[src/rtl/tlul_pkg.sv]
// tlul_pkg: shared TL-UL types for the buffering stage.
//   tl_h2d_t   host->device channel (A request fields + d_ready)
//   tl_d2h_t   device->host channel (D response fields + a_ready)
//   tl_a_pld_t A payload as stored in the request FIFO (no handshake bits)
//   tl_d_pld_t D payload as stored in the response FIFO (no handshake bits)
//   TlFifoMaxDepth  largest supported FIFO depth
package tlul_pkg;

  localparam int unsigned TlFifoMaxDepth = 16;

  typedef enum logic [2:0] {
    PutFullData    = 3'h0,
    PutPartialData = 3'h1,
    Get            = 3'h4
  } tl_a_op_e;

  typedef enum logic [2:0] {
    AccessAck     = 3'h0,
    AccessAckData = 3'h1
  } tl_d_op_e;

  typedef struct packed {
    logic        a_valid;
    tl_a_op_e    a_opcode;
    logic [2:0]  a_param;
    logic [1:0]  a_size;
    logic [7:0]  a_source;
    logic [31:0] a_address;
    logic [3:0]  a_mask;
    logic [31:0] a_data;
    logic [15:0] a_user;
    logic        d_ready;
  } tl_h2d_t;

  typedef struct packed {
    logic        d_valid;
    tl_d_op_e    d_opcode;
    logic [2:0]  d_param;
    logic [1:0]  d_size;
    logic [7:0]  d_source;
    logic [0:0]  d_sink;
    logic [31:0] d_data;
    logic [15:0] d_user;
    logic        d_error;
    logic        a_ready;
  } tl_d2h_t;

  typedef struct packed {
    tl_a_op_e    a_opcode;
    logic [2:0]  a_param;
    logic [1:0]  a_size;
    logic [7:0]  a_source;
    logic [31:0] a_address;
    logic [3:0]  a_mask;
    logic [31:0] a_data;
    logic [15:0] a_user;
  } tl_a_pld_t;

  typedef struct packed {
    tl_d_op_e    d_opcode;
    logic [2:0]  d_param;
    logic [1:0]  d_size;
    logic [7:0]  d_source;
    logic [0:0]  d_sink;
    logic [31:0] d_data;
    logic [15:0] d_user;
    logic        d_error;
  } tl_d_pld_t;

  function automatic tl_a_pld_t a_pld_of(tl_h2d_t t);
    tl_a_pld_t p;
    p.a_opcode  = t.a_opcode;
    p.a_param   = t.a_param;
    p.a_size    = t.a_size;
    p.a_source  = t.a_source;
    p.a_address = t.a_address;
    p.a_mask    = t.a_mask;
    p.a_data    = t.a_data;
    p.a_user    = t.a_user;
    return p;
  endfunction

  function automatic tl_d_pld_t d_pld_of(tl_d2h_t t);
    tl_d_pld_t p;
    p.d_opcode = t.d_opcode;
    p.d_param  = t.d_param;
    p.d_size   = t.d_size;
    p.d_source = t.d_source;
    p.d_sink   = t.d_sink;
    p.d_data   = t.d_data;
    p.d_user   = t.d_user;
    p.d_error  = t.d_error;
    return p;
  endfunction

endpackage

[src/rtl/tlul_fifo_core.sv]
// tlul_fifo_core: generic single-clock valid/ready FIFO.
// Parameters: Width (payload bits), Depth (1..TlFifoMaxDepth), BypassEn
// (empty FIFO forwards a beat combinationally when the reader is ready).
// Ports:
//   clk_i, rst_ni          clock, async active-low reset
//   wvalid_i/wready_o/wdata_i  write side; wready_o is registered-state only
//   rvalid_o/rready_i/rdata_o  read side; rdata_o is zero while nothing valid
//   cnt_o                  number of stored entries
import tlul_pkg::*;

module tlul_fifo_core #(
  parameter int unsigned Width    = 8,
  parameter int unsigned Depth    = 2,
  parameter bit          BypassEn = 1'b0
) (
  input  logic                       clk_i,
  input  logic                       rst_ni,
  input  logic                       wvalid_i,
  output logic                       wready_o,
  input  logic [Width-1:0]           wdata_i,
  output logic                       rvalid_o,
  input  logic                       rready_i,
  output logic [Width-1:0]           rdata_o,
  output logic [$clog2(Depth+1)-1:0] cnt_o
);

  localparam int unsigned PtrW = (Depth > 1) ? $clog2(Depth) : 1;
  localparam int unsigned CntW = $clog2(Depth+1);
  localparam logic [PtrW-1:0] LastPtr  = PtrW'(Depth - 1);
  localparam logic [CntW-1:0] DepthCnt = CntW'(Depth);

  if (Depth < 1 || Depth > TlFifoMaxDepth) begin : gen_depth_err
    $error("tlul_fifo_core: Depth out of range 1..16");
  end

  logic [Width-1:0] mem_q [Depth];
  logic [PtrW-1:0]  wptr_q, wptr_d, rptr_q, rptr_d;
  logic [CntW-1:0]  cnt_q, cnt_d;
  logic             empty, full, bypass, push, pop;

  assign empty = (cnt_q == '0);
  assign full  = (cnt_q == DepthCnt);

  // A bypassed beat goes straight to the reader and never occupies a slot.
  assign bypass = BypassEn && empty && wvalid_i && rready_i;
  assign push   = wvalid_i && !full && !bypass;
  assign pop    = !empty && rready_i;

  assign wready_o = !full;
  assign rvalid_o = !empty || (BypassEn && wvalid_i);
  assign cnt_o    = cnt_q;

  always_comb begin
    rdata_o = '0;
    if (!empty) begin
      rdata_o = mem_q[rptr_q];
    end else if (BypassEn && wvalid_i) begin
      rdata_o = wdata_i;
    end
  end

  always_comb begin
    wptr_d = wptr_q;
    rptr_d = rptr_q;
    cnt_d  = cnt_q;
    if (push) wptr_d = (wptr_q == LastPtr) ? '0 : wptr_q + 1'b1;
    if (pop)  rptr_d = (rptr_q == LastPtr) ? '0 : rptr_q + 1'b1;
    case ({push, pop})
      2'b10:   cnt_d = cnt_q + 1'b1;
      2'b01:   cnt_d = cnt_q - 1'b1;
      default: cnt_d = cnt_q;
    endcase
  end

  always_ff @(posedge clk_i or negedge rst_ni) begin
    if (!rst_ni) begin
      wptr_q <= '0;
      rptr_q <= '0;
      cnt_q  <= '0;
    end else begin
      wptr_q <= wptr_d;
      rptr_q <= rptr_d;
      cnt_q  <= cnt_d;
    end
  end

  // Storage is not reset: the occupancy counter alone decides what is valid.
  always_ff @(posedge clk_i) begin
    if (push) mem_q[wptr_q] <= wdata_i;
  end

  a_cnt_max: assert property (@(posedge clk_i) disable iff (!rst_ni) cnt_q <= DepthCnt);
  a_no_ovf:  assert property (@(posedge clk_i) disable iff (!rst_ni) !(full && push));
  a_no_udf:  assert property (@(posedge clk_i) disable iff (!rst_ni) !(empty && pop));
  a_stable:  assert property (@(posedge clk_i) disable iff (!rst_ni)
                              (rvalid_o && !rready_i) |=> (rvalid_o && $stable(rdata_o)));

endmodule

[src/rtl/tlul_sync_fifo.sv]
// tlul_sync_fifo: TL-UL request/response buffering stage in front of the
// register adapter. One FIFO per channel; payloads pass through untouched.
// Compile-time option: TLUL_SYNC_FIFO_BYPASS_EN enables zero-latency
// pass-through when a FIFO is empty and its consumer is ready.
// Ports:
//   clk_i, rst_ni  clock, async active-low reset
//   tl_h_i/tl_h_o  host side (A in, D out, a_ready out, d_ready in)
//   tl_d_o/tl_d_i  device side (A out, D in, d_ready out, a_ready in)
//   req_cnt_o      A FIFO occupancy
//   rsp_cnt_o      D FIFO occupancy
import tlul_pkg::*;

module tlul_sync_fifo #(
  parameter int unsigned ReqDepth = 2,
  parameter int unsigned RspDepth = 2
) (
  input  logic                          clk_i,
  input  logic                          rst_ni,
  input  tl_h2d_t                       tl_h_i,
  output tl_d2h_t                       tl_h_o,
  output tl_h2d_t                       tl_d_o,
  input  tl_d2h_t                       tl_d_i,
  output logic [$clog2(ReqDepth+1)-1:0] req_cnt_o,
  output logic [$clog2(RspDepth+1)-1:0] rsp_cnt_o
);

`ifdef TLUL_SYNC_FIFO_BYPASS_EN
  localparam bit BypassEn = 1'b1;
`else
  localparam bit BypassEn = 1'b0;
`endif

  tl_a_pld_t req_wdata, req_rdata;
  tl_d_pld_t rsp_wdata, rsp_rdata;
  logic      req_wready, req_rvalid, rsp_wready, rsp_rvalid;

  assign req_wdata = a_pld_of(tl_h_i);
  assign rsp_wdata = d_pld_of(tl_d_i);

  tlul_fifo_core #(
    .Width    ($bits(tl_a_pld_t)),
    .Depth    (ReqDepth),
    .BypassEn (BypassEn)
  ) u_req_fifo (
    .clk_i    (clk_i),
    .rst_ni   (rst_ni),
    .wvalid_i (tl_h_i.a_valid),
    .wready_o (req_wready),
    .wdata_i  (req_wdata),
    .rvalid_o (req_rvalid),
    .rready_i (tl_d_i.a_ready),
    .rdata_o  (req_rdata),
    .cnt_o    (req_cnt_o)
  );

  tlul_fifo_core #(
    .Width    ($bits(tl_d_pld_t)),
    .Depth    (RspDepth),
    .BypassEn (BypassEn)
  ) u_rsp_fifo (
    .clk_i    (clk_i),
    .rst_ni   (rst_ni),
    .wvalid_i (tl_d_i.d_valid),
    .wready_o (rsp_wready),
    .wdata_i  (rsp_wdata),
    .rvalid_o (rsp_rvalid),
    .rready_i (tl_h_i.d_ready),
    .rdata_o  (rsp_rdata),
    .cnt_o    (rsp_cnt_o)
  );

  always_comb begin
    tl_d_o           = '0;
    tl_d_o.a_valid   = req_rvalid;
    tl_d_o.a_opcode  = req_rdata.a_opcode;
    tl_d_o.a_param   = req_rdata.a_param;
    tl_d_o.a_size    = req_rdata.a_size;
    tl_d_o.a_source  = req_rdata.a_source;
    tl_d_o.a_address = req_rdata.a_address;
    tl_d_o.a_mask    = req_rdata.a_mask;
    tl_d_o.a_data    = req_rdata.a_data;
    tl_d_o.a_user    = req_rdata.a_user;
    tl_d_o.d_ready   = rsp_wready;
  end

  always_comb begin
    tl_h_o          = '0;
    tl_h_o.d_valid  = rsp_rvalid;
    tl_h_o.d_opcode = rsp_rdata.d_opcode;
    tl_h_o.d_param  = rsp_rdata.d_param;
    tl_h_o.d_size   = rsp_rdata.d_size;
    tl_h_o.d_source = rsp_rdata.d_source;
    tl_h_o.d_sink   = rsp_rdata.d_sink;
    tl_h_o.d_data   = rsp_rdata.d_data;
    tl_h_o.d_user   = rsp_rdata.d_user;
    tl_h_o.d_error  = rsp_rdata.d_error;
    tl_h_o.a_ready  = req_wready;
  end

endmodule

[config.mk]
export PLATFORM = sky130hd
export DESIGN_NAME = tlul_sync_fifo
export DESIGN_NICKNAME = d
export VERILOG_FILES = /design/src/rtl/tlul_pkg.sv /design/src/rtl/tlul_fifo_core.sv /design/src/rtl/tlul_sync_fifo.sv
export SDC_FILE = /design/constraint.sdc
export NUM_CORES = 1
export LEC_CHECK = 0
export CAP_MARGIN = 0
export CORE_MARGIN = 5
export CORE_UTILIZATION = 49
export DETAILED_ROUTE_END_ITERATION = 6
export HOLD_SLACK_MARGIN = 0.1
export PLACE_DENSITY = 0.82
export REMOVE_ABC_BUFFERS = 1
export SYNTH_ARGS = -nofsm -noshare
export SYNTH_HDL_FRONTEND = slang
export SYNTH_HIERARCHICAL = 1
export SYNTH_SLANG_ARGS = --single-unit
[constraint.sdc]
create_clock -name clk_i -period 6.8 [get_ports clk_i]
set_input_delay 1.36 -clock clk_i [delete_from_list [all_inputs] [get_ports clk_i]]
set_output_delay 1.36 -clock clk_i [all_outputs]
set_load 0.05 [all_outputs]
==> run summary <==
Number of global-route vias before repair -> 7983
Antenna violations before repair -> 8
Setup crit start kind -> flip-flop
Critical Path AT -> 3210 ps
Fin Setup TNS -> 0 ps
DR vias -> 7410
First-pass GRT wire length -> 46.3 mm
Gates resized, CTS repair -> 0
Area of the multi-input gates -> 0.00250 sq mm
Wire per inst -> 21.2 um
Max Fclk -> 0.219 GHz
CTS tree -> yes
Cell variety after synth -> 19
CP top delay family -> buffers and inverters
Die area -> 0.0301 sq mm
Critical path cell sequence -> buf_4 > mux2i_1 > nor2_1 > clkdlybuf4s50_1
H-Tree Depth -> 2
P&R area growth vs syn -> 35.3%
Core area -> 0.0262 sq mm
Final Hold Vio Count -> 0
Gp weighted congestion -> 0.809
Pre-antenna DRT Iters -> 5
Final #Nets -> 1266
Post-CTS setup buffers -> 0
FP Rows -> 59
DP Wirelength -> 21.0 mm
Maxcap violations -> 0
WP data required -> 5440 ps
Worst min path class -> reg -> reg
Cts hold-fix bufs -> 0
IO Count -> 346
Slowest stage delay, CP -> 850 ps
# port buffers -> 345
Cell area after synthesis -> 0.0131 sq mm
Slew of the pin with the lowest slew margin -> 1210 ps
Final wirelength -> 30.9 mm
Largest net degree at the start of global routing -> 85
Drc violations -> 0
Sequential share of the synthesized area -> 77.5%
Num CTS Buffers -> 36
Fin crit period -> 4570 ps
CP max-delay cell -> clkdlybuf4s50_1
Chip height -> 174 um
Root buf cell -> clkbuf_16
Vias per Instance -> 5.08
Yosys warns -> 6
Tcrit/Tclk final -> 67.2%
DRT iter0 DRCs -> 494
Synth area leader -> edfxtp_1
RSZ-0062 raised after global routing -> no
Average footprint of a synthesized cell -> 17.7 sq um
Setup violations, final -> 0
Filler cells -> 1715
Cells after synthesis -> 741
Post-DRT Antenna Nets -> 0
Yosys top cell area share -> 76.0%
Synth Register Bits -> 340
Skew final -> 17.4 ps
CP max FO -> 36
WS Path Type -> reg -> out
Reg area -> 0.0102 sq mm
Worst slew margin -> 19.6%
Die width -> 174 um
Slew Limit Fails -> 0
Grt total ovfl -> 0
Layout cells sized above 1 -> 5.91%
GRT Total Usage -> 19.9%
Most area-consuming cells after synthesis -> edfxtp_1 (76%), mux2i_1 (13%), nor2_1 (4.9%)
Worst-case clock buffer depth -> 3
Sum of buffers and inverters on the critical path -> 2
Clock Pin Slew Worst Setup and Hold Paths -> 60 ps
Crit end category -> primary output
Starting density of the core -> 50.1%
Num Clock Sinks -> 340
Clk_lat worst skew -> 500 ps
Status -> complete, no violations
==> synth_stat cells <==
master and count:
nor2_2 1, dfrtp_1 8, nand2_1 2, nand2b_1 2, clkbuf_4 1, mux2i_1 166, xnor2_1 6, buf_4 10
and3_1 2, and2_1 2, edfxtp_1 332, xor2_1 4, inv_1 1, buf_12 14, nor2_1 171, ha_1 2
buf_2 11, inv_2 1, buf_6 5
==> metrics by stage <==
| step | util [%] | instance area [sq um] | std cells | worst slack (ps) | hold WS [ps] |
|---|---|---|---|---|---|
| floorplan | - | 12600 | 700 | 508 | 461 |
| finish | 67.7 | 17700 | 1459 | 2230 | 551 |
| global placement | 63.4 | 16600 | 1389 | 2770 | 533 |
| global route | 67.7 | 17700 | 1457 | 2130 | 576 |
| CTS | 67.6 | 17700 | 1451 | 2220 | 556 |
| detailed placement | 63.4 | 16600 | 1389 | 2760 | 545 |
==> final cells by class <==
cell class	count	share of cell area (%)
sequential	340	57.3
timing repair buffer	354	19.8
multi-input combinational	358	14.1
clock buffer	42	5.44
tap	335	2.36
clock inverter	20	0.761
antenna	8	0.113
inverter	2	0.0423
==> cell families (layout without fill, tap and decap cells) <==
kind of cell  count (synthesis)  count (layout)  share of synthesized area [%]
xor+xnor                     10              10                          0.668
fa+ha+maj                     2               2                          0.191
buf+inv                      43             418                           3.67
flops                       340             340                           77.5
mux                         166             166                           12.7
other cells                   0               8                              0
simple gates                180             180                           5.28
==> state kept, by name, indices dropped and copies added (netlist names) <==
register	cells
u_req_fifo/mem_q	200
u_rsp_fifo/mem_q	132
u_req_fifo/cnt_o	2
u_rsp_fifo/cnt_o	2
u_req_fifo/rptr_q	1
u_req_fifo/wptr_q	1
u_rsp_fifo/rptr_q	1
u_rsp_fifo/wptr_q	1
==> metal layers <==
metal / track usage, % / routed length, um / up-vias
li1: - / - / 3453
met1: 22.5 / 11200 / 3628
met2: 35.4 / 16300 / 259
met3: 5.08 / 2110 / 66
met4: 9.07 / 1260 / 4
met5: 0 / 27 / -
==> cell usage in the layout (no fill, tap or decap), drive strengths merged <==
| master | n |
|---|---|
| clkdlybuf4s50 | 345 |
| edfxtp | 332 |
| nor2 | 172 |
| mux2i | 166 |
| clkbuf | 42 |
| clkinv | 16 |
| buf | 9 |
| diode | 8 |
| dfrtp | 8 |
| xnor2 | 6 |
| xor2 | 4 |
| clkinvlp | 3 |
| nand2b | 2 |
| and2 | 2 |
| nand2 | 2 |
| ha | 2 |
| inv | 2 |
| and3 | 2 |
| bufinv | 1 |
==> final timing paths <==
kind	start	end	slack [ps]	cells past startpoint
max	u_req_fifo/rptr_q	tl_d_o[16]	2230	4
min	u_rsp_fifo/wptr_q	u_rsp_fifo/wptr_q	550	1
max reg2reg	u_req_fifo/cnt_o[0]	u_req_fifo/mem_q[0][53]	4100	4
min reg2reg	u_rsp_fifo/wptr_q	u_rsp_fifo/wptr_q	550	1
max in group asynchronous	rst_ni	u_req_fifo/rptr_q	5310	1
min in group asynchronous	rst_ni	u_req_fifo/cnt_o[1]	1160	1
Power is left out: the tool's default activity adds up to more than one toggle a clock period on the data nets, which glitch-free logic cannot reach.
